`config.mk`:
```
export PLATFORM = sky130hd
export DESIGN_NAME = stage_sequencer_flat
export DESIGN_NICKNAME = d
export VERILOG_FILES = /design/src/rtl/stage_sequencer_if.sv /design/src/rtl/stage_sequencer.sv /design/src/flat_wrapper.sv
export SDC_FILE = /design/constraint.sdc
export NUM_CORES = 1
export LEC_CHECK = 0
export ABC_AREA = 1
export ABC_CLOCK_PERIOD_IN_PS = 1200
export CAP_MARGIN = 10
export CORE_ASPECT_RATIO = 1.2
export CORE_MARGIN = 10
export CORE_UTILIZATION = 43
export CTS_CLUSTER_DIAMETER = 200
export DETAILED_ROUTE_END_ITERATION = 6
export MAX_ROUTING_LAYER = met4
export PLACE_DENSITY = 0.82
export SYNTH_ARGS = -nofsm -noshare
export SYNTH_HDL_FRONTEND = slang
export SYNTH_SLANG_ARGS = --single-unit
```
`constraint.sdc`:
```
create_clock -name clock -period 1.2 [get_ports clock]
set_input_delay 0.12 -clock clock [delete_from_list [all_inputs] [get_ports clock]]
set_output_delay 0.12 -clock clock [all_outputs]
set_load 0.02 [all_outputs]
```
`src/rtl/stage_sequencer_if.sv`:
```
// Host/datapath-facing bundle for the stage sequencer.
//   master : host/datapath side; drives control and handshake inputs, observes stage outputs
//   slave  : sequencer side; samples control/handshake, drives stage enables, state, busy, retired
interface stage_sequencer_if #(
    parameter int unsigned CNT_W  = 16,
    parameter int unsigned EXEC_W = 4
);
    logic              start;
    logic              halt_req;
    logic              mem_ack;
    logic [EXEC_W-1:0] exec_cycles;
    logic              mem_req;
    logic              fetch_en;
    logic              decode_en;
    logic              exec_en;
    logic              wb_en;
    logic [2:0]        state;
    logic              busy;
    logic [CNT_W-1:0]  retired;

    modport master (
        output start, halt_req, mem_ack, exec_cycles,
        input  mem_req, fetch_en, decode_en, exec_en, wb_en, state, busy, retired
    );

    modport slave (
        input  start, halt_req, mem_ack, exec_cycles,
        output mem_req, fetch_en, decode_en, exec_en, wb_en, state, busy, retired
    );
endinterface

```
`src/rtl/stage_sequencer.sv`:
```
// Multicycle FETCH/DECODE/EXECUTE/WRITEBACK sequencer.
// Waits on the instruction-memory handshake in FETCH, holds EXECUTE for a
// per-instruction cycle count, honours host start/halt and counts retired
// instructions.
// Ports:
//   clock  : system clock, rising edge
//   reset  : synchronous, active-high
//   bus    : stage_sequencer_if.slave (start, halt_req, mem_ack, exec_cycles in;
//            mem_req, fetch_en, decode_en, exec_en, wb_en, state, busy, retired out)
module stage_sequencer #(
    parameter int unsigned CNT_W  = 16,
    parameter int unsigned EXEC_W = 4
) (
    input  logic             clock,
    input  logic             reset,
    stage_sequencer_if.slave bus
);

    typedef enum logic [2:0] {
        ST_FETCH     = 3'b000,
        ST_DECODE    = 3'b001,
        ST_EXECUTE   = 3'b010,
        ST_WRITEBACK = 3'b011,
        ST_IDLE      = 3'b100
    } state_t;

    state_t            state_q;
    logic              halt_pend_q;
    logic [EXEC_W-1:0] exec_cnt_q;
    logic [CNT_W-1:0]  retired_q;

    // State register, halt latch, execute down-counter and retire counter.
    always_ff @(posedge clock) begin
        if (reset) begin
            state_q     <= ST_IDLE;
            halt_pend_q <= 1'b0;
            exec_cnt_q  <= '0;
            retired_q   <= '0;
        end else begin
            // Halt requests are only remembered while an instruction is in flight.
            if ((state_q != ST_IDLE) && bus.halt_req) begin
                halt_pend_q <= 1'b1;
            end

            case (state_q)
                ST_IDLE: begin
                    if (bus.start) begin
                        state_q <= ST_FETCH;
                    end
                end
                ST_FETCH: begin
                    if (bus.mem_ack) begin
                        state_q <= ST_DECODE;
                    end
                end
                ST_DECODE: begin
                    state_q    <= ST_EXECUTE;
                    // Zero-length execute is stretched to one cycle.
                    exec_cnt_q <= (bus.exec_cycles == '0) ? EXEC_W'(1) : bus.exec_cycles;
                end
                ST_EXECUTE: begin
                    if ((exec_cnt_q == EXEC_W'(1)) || (exec_cnt_q == '0)) begin
                        state_q <= ST_WRITEBACK;
                    end else begin
                        exec_cnt_q <= exec_cnt_q - EXEC_W'(1);
                    end
                end
                ST_WRITEBACK: begin
                    retired_q <= retired_q + CNT_W'(1);
                    // A halt raised in this very cycle still stops at this exit.
                    if (halt_pend_q || bus.halt_req) begin
                        state_q     <= ST_IDLE;
                        halt_pend_q <= 1'b0;
                    end else begin
                        state_q <= ST_FETCH;
                    end
                end
                default: begin
                    // Unused encodings recover to IDLE.
                    state_q     <= ST_IDLE;
                    halt_pend_q <= 1'b0;
                end
            endcase
        end
    end

    // Moore decode of stage enables from the state register.
    always_comb begin
        bus.mem_req   = 1'b0;
        bus.fetch_en  = 1'b0;
        bus.decode_en = 1'b0;
        bus.exec_en   = 1'b0;
        bus.wb_en     = 1'b0;
        bus.busy      = 1'b0;
        case (state_q)
            ST_FETCH: begin
                bus.mem_req  = 1'b1;
                bus.fetch_en = 1'b1;
                bus.busy     = 1'b1;
            end
            ST_DECODE: begin
                bus.decode_en = 1'b1;
                bus.busy      = 1'b1;
            end
            ST_EXECUTE: begin
                bus.exec_en = 1'b1;
                bus.busy    = 1'b1;
            end
            ST_WRITEBACK: begin
                bus.wb_en = 1'b1;
                bus.busy  = 1'b1;
            end
            default: begin
            end
        endcase
    end

    assign bus.state   = state_q;
    assign bus.retired = retired_q;

endmodule

```
`src/flat_wrapper.sv`:
```
// flat-port wrapper written by rule: the top's interface ports become plain ports
module stage_sequencer_flat 
#(
    parameter int unsigned CNT_W  = 16,
    parameter int unsigned EXEC_W = 4
)
  (clock, reset, bus_start, bus_halt_req, bus_mem_ack, bus_exec_cycles, bus_mem_req, bus_fetch_en, bus_decode_en, bus_exec_en, bus_wb_en, bus_state, bus_busy, bus_retired);
  stage_sequencer_if #(.CNT_W(CNT_W), .EXEC_W(EXEC_W)) bus_i ();
  input  logic clock;
  input  logic reset;
  input wire logic [$bits(bus_i.start)-1:0] bus_start;
  input wire logic [$bits(bus_i.halt_req)-1:0] bus_halt_req;
  input wire logic [$bits(bus_i.mem_ack)-1:0] bus_mem_ack;
  input wire logic [$bits(bus_i.exec_cycles)-1:0] bus_exec_cycles;
  output wire logic [$bits(bus_i.mem_req)-1:0] bus_mem_req;
  output wire logic [$bits(bus_i.fetch_en)-1:0] bus_fetch_en;
  output wire logic [$bits(bus_i.decode_en)-1:0] bus_decode_en;
  output wire logic [$bits(bus_i.exec_en)-1:0] bus_exec_en;
  output wire logic [$bits(bus_i.wb_en)-1:0] bus_wb_en;
  output wire logic [$bits(bus_i.state)-1:0] bus_state;
  output wire logic [$bits(bus_i.busy)-1:0] bus_busy;
  output wire logic [$bits(bus_i.retired)-1:0] bus_retired;
  assign bus_i.start = bus_start;
  assign bus_i.halt_req = bus_halt_req;
  assign bus_i.mem_ack = bus_mem_ack;
  assign bus_i.exec_cycles = bus_exec_cycles;
  assign bus_mem_req = bus_i.mem_req;
  assign bus_fetch_en = bus_i.fetch_en;
  assign bus_decode_en = bus_i.decode_en;
  assign bus_exec_en = bus_i.exec_en;
  assign bus_wb_en = bus_i.wb_en;
  assign bus_state = bus_i.state;
  assign bus_busy = bus_i.busy;
  assign bus_retired = bus_i.retired;
  stage_sequencer #(.CNT_W(CNT_W), .EXEC_W(EXEC_W)) u_core (.clock(clock), .reset(reset), .bus(bus_i));
endmodule
```
Yosys cells after proc, flatten, opt, wreduce, memory -nomap -nowiden
Index checks and enable logic that the tools add are counted.
Word-level totals
  register bits: 24
  output and inout bits: 25
Operators by class
  add/subtract/negate cells: 2
  equality and inequality tests: 10
  mux-type cells: 16
  reductions and logical operators: 11
Operators by type and width (count)
  16-bit by 1-bit adder with 16-bit output (second input constant): 1
  3-bit one-hot mux with 5 select lines: 1
  3-bit two-way mux: 4
  4-bit logical NOT: 2
  4-bit two-way mux: 2
  4-bit one-hot mux with 2 select lines: 1
  4-bit OR reduction: 2
  1-bit two-way mux: 7
  3-bit by 2-bit == test with 1-bit output (second input constant): 2
  2-bit inequality test (second input constant): 3
  4-bit by 1-bit == test with 1-bit output (second input constant): 1
  4-bit by 1-bit subtractor with 4-bit output (second input constant): 1
  3-bit by 1-bit == test with 1-bit output (second input constant): 1
  3-bit == test (second input constant): 1
  3-bit logical NOT: 1
  3-bit inequality test (second input constant): 1
  3-bit AND reduction: 1
  1-bit logical OR: 2
  2-bit by 1-bit inequality test with 1-bit output (second input constant): 1
  1-bit one-hot mux with 2 select lines: 1
  2-bit AND reduction: 1
  2-bit nonzero test: 1
  1-bit logical AND: 1

Logic depth before layout (Yosys ltp)
  depth after elaboration: 5
  depth in mapped cells: 8

Least setup slack after synthesis
No wires, ideal clock.
  path type: reg-to-reg
  start point: register u_core.retired_q[1] (netlist: u_core.bus.retired[1])
  end point: register u_core.retired_q[8] (netlist: u_core.bus.retired[8])
  setup time: 0.113 ns
  arrival time: 1.292 ns
  required time: 1.087 ns
  path slack: -0.206 ns
  cell stages (with the launch flop): 7
  buffers on the path: 0
  period minus slack after synthesis: 1.406 ns
  cells stage by stage: dfxtp_1 ha_1 nand3_1 nor2_4 nand3_1 o21ai_1 nor2_1
Between the ends
  word-level cells in the longest chain between the ends: 1
Ends and longest elaborated chain
  start: declaration: line stage_sequencer.sv:30  | logic [CNT_W-1:0] retired_q;
  start signal: assignment: line stage_sequencer.sv:69  | retired_q <= retired_q + CNT_W'(1);
  16-bit by 1-bit adder with 16-bit output: line stage_sequencer.sv:69
Every way passes these cells.
A chain may end at the register's enable or synchronous reset.

Worst setup path in the final report
  start point: register u_core.state_q[2] (netlist: u_core.bus.state[2])
  end point: register u_core.retired_q[12] (netlist: u_core.bus.retired[12])
Between the ends
  word-level cells in the longest chain between the ends: 1
Ends and longest elaborated chain
  start: declaration: line stage_sequencer.sv:27  | state_t state_q;
  start signal: assignment: line stage_sequencer.sv:35  | state_q <= ST_IDLE;
  start signal: assignment: line stage_sequencer.sv:48  | state_q <= ST_FETCH;
  start signal: assignment: line stage_sequencer.sv:53  | state_q <= ST_DECODE;
  3-bit by 2-bit == test with 1-bit output: line stage_sequencer.sv:45  | case (state_q)
Every way passes these cells.

==> flow_summary.toml <==
[worst_hold_path]
hold_path_class = "reg -> reg"
hold_depth = 1

[critical_path]
crit_family = "simple AND/OR/NAND/NOR gates"
cpPeakStageDelay_ps = 400
crit_chain = "inv_4, buf_4, nand3_4, nor2_4, buf_6, nand3_4, nor3_2, nor2_1"
cp_data_arrival_time_ps = 1580
worstSetupEndpoint = "u_core.bus.retired[12]$_SDFFE_PP0P_"
cp_slowest_cell = "dfxtp_4"
endpoint_kind = "flop"
worstSetupPathType = "reg -> reg"
r2r_end = "u_core.bus.retired[12]$_SDFFE_PP0P_"
worst-path-max-fanout = 6
reg2regPathDepth = 8
cpMostUsedCell = "nand3_4"
r2r_slack_ps = -160
setup.worst_path.start_class = "flop"
crit_required_ps = 1420
path_buf_inv = 3
rr_startpoint = "u_core.bus.state[2]$_SDFFE_PP1P_"
startpoint = "u_core.bus.state[2]$_SDFFE_PP1P_"
crit_cells = 8

[timing]
final_hold_viol_count = 0
worstMarginPinSlew_ps = 296
fin_crit_sh_pct = 114
finalSetupViolCount = 25
fmax_mhz = 734
grt_setup_unrepaired = "true"
relSlewSlack_pct = 80.1
worst_slack_ps = -163
fin_worst_skew_ps = 4.51
period_needed_ps = 1360
maxSlewViolCount = 0

[drt]
antenna_left = 0
routed-via-count = 1508
wl_mm = 3.95
drc = 0
wire_per_inst_um = 12.8
drt-initial-drc-count = 39
drt_pass1_iterations = 4
vias_per_cell = 4.90

[placement]
pre_cts_ws_ps = -183
dp_hpwl_mm = 2.65
io_buffer_count = 33
gp_congestion = 0.840
post_dp_cell_area_um2 = 1940

[global_route]
grt_use_met1_pct = 12.7
grt_pass1_vias = 1501
antenna_found_initial = 0
grt_pass1_wl_mm = 6.15
use_met2_pct = 24.4
grt_most_used_layer = "met2"
grt_max_degree = 14
grt_remaining_overflow = 0
track_usage_pct = 13.0
met3_usage_pct = 1.59

[yosys]
synth_top_family_by_area = "simple AND/OR/NAND/NOR gates"
synth-compound-area-share_pct = 12.7
synth_xor_area_share_pct = 1.32
syn-instance-count = 197
yosys_warnings = 0
ys_seq_area_share_pct = 36.2
synthMuxAreaShare_pct = 0
synth_fp_nets = 209
synthAdderAreaFrac_pct = 2.82
syn_area_per_cell_um2 = 6.75
synth_cell_types = 25
ys_ff_latch = 24
synth_area_um2 = 1330
synth-simple-area-share_pct = 37.0

[power]
p_leak_nw = 0.989
p_per_area_nw_per_um2 = 692
ir_drop_mv = 0.665

[clock_tree]
clkLatencyLatePin_ps = 310
htree_num_levels = 1
clk_pin_slew_worst_paths_ps = 120
cts.path.max_buffers = 2
cts-root-buf = "clkbuf_4"
tritoncts = "yes"
numCtsBuffers = 3
cts.sink_count = 24

[floorplanning]
die_w_um = 70.7
ios = 34
coreArea_um2 = 3030
die-area_um2 = 5720
die_y_um = 80.9
std_cell_rows = 22
initial_core_util_pct = 43.9

[cells_and_area]
fillCellCount = 218
fin_nets = 285
post-route-util_pct = 73.1
drive_above_1_share_pct = 41.5
diodes = 0
final_cell_area_um2 = 2210
multi_input_area_um2 = 871
final_cell_mix = "nand2_1 (33), buf_4 (30), inv_1 (27), nor2_1 (27), buf_6 (17)"
regArea_um2 = 505
final_common_cell = "nand2_1"
area_delta_synth_final_pct = 66.6

[run_status]
violations = "negative setup slack"
status = "complete, but fails checks"

[job]
maxCapViolCount = 0
metal layers:
| layer | wire length (µm) | vias to the layer above |
|---|---|---|
| li1 | - | 782 |
| met1 | 1590 | 697 |
| met2 | 2180 | 21 |
| met3 | 90 | 8 |
| met4 | 89 | 0 |
| met5 | 0 | - |
what timing repair did:
action	CTS	global route
gates cloned	0	0
pin swaps	5	20
buffers inserted	4	9
hold buffers	0	0
hold endpoints to repair	0	0
resized for setup	86	56
endpoints found under the setup margin	43	40
cells in the mapped netlist:
cell,n,area share (%)
ha_1,3,2.8
nor3_1,4,1.5
o21bai_2,1,0.85
nand3_1,8,3.0
nor3_2,1,0.75
xnor2_1,1,0.66
nor2_1,35,9.9
nand2_1,36,10
nand2_2,6,2.8
inv_1,29,8.2
dfxtp_1,24,36
o2111ai_1,2,1.3
nand4_1,5,2.4
buf_4,1,0.57
nor2_4,4,3.4
inv_2,3,0.85
nand2_4,1,0.85
buf_2,1,0.38
a21oi_1,9,3.4
xor2_1,1,0.66
nor2_2,1,0.47
or2_1,1,0.47
o21ai_0,16,6.0
nand3_4,1,1.3
o21ai_1,3,1.1
worst register-to-register path, cell delays in order, from the launching register on:
cell	delay, ps
dfxtp_4	400
inv_4	60
buf_4	110
nand3_4	90
nor2_4	210
buf_6	130
nand3_4	80
nor3_2	120
nor2_1	60
cells by family (layout without fill, tap and decap cells):
logic type / count (synthesis) / in the layout
fa+ha+maj: 3 / 3
simple gates: 103 / 103
buf+inv: 34 / 109
xor+xnor: 2 / 2
flops: 24 / 24
compound gates: 31 / 31
metrics by stage:
stage               power, mW  setup TNS [ps]  hold WS [ps]  cells
global placement         1.09           -1510           443    292
floorplan               0.958           -5.93           179    197
detailed placement       1.10           -1940           445    292
CTS                      1.48           -2620           464    300
finish                   1.53           -2350           468    308
global route             1.60           -4520           467    308
state kept, by name, summed over array words and instances, names as in the netlist:
register	flops
u_core.bus.retired	16
u_core.exec_cnt_q	4
u_core.bus.state	3
u_core.halt_pend_q	1
where the power goes:
group / internal (mW) / total [mW] / switching, mW
registers: 0.806 / 0.825 / 0.0199
clock network: 0.130 / 0.362 / 0.232
logic: 0.181 / 0.343 / 0.162
worst min path at each step:
stage                                         end  slack (ps)                                from
6_report       u_core.bus.retired[4]$_SDFFE_PP0P_         470  u_core.bus.retired[4]$_SDFFE_PP0P_
3_3_place_gp   u_core.bus.retired[4]$_SDFFE_PP0P_         440  u_core.bus.retired[4]$_SDFFE_PP0P_
2_1_floorplan    u_core.bus.state[1]$_SDFFE_PP0P_         180                               reset
4_1_cts        u_core.bus.retired[4]$_SDFFE_PP0P_         460  u_core.bus.retired[4]$_SDFFE_PP0P_
3_5_place_dp   u_core.bus.retired[4]$_SDFFE_PP0P_         450  u_core.bus.retired[4]$_SDFFE_PP0P_
5_1_grt          u_core.bus.state[0]$_SDFFE_PP0P_         470                         bus_mem_ack
layout make-up:
type | instances | area share (%)
clock buffer | 4 | 1.19
inverter | 32 | 5.77
multi-input combinational | 139 | 39.3
sequential | 24 | 22.8
tap | 36 | 2.04
timing repair buffer | 73 | 28.8
Power figures use the tool's default switching activity.
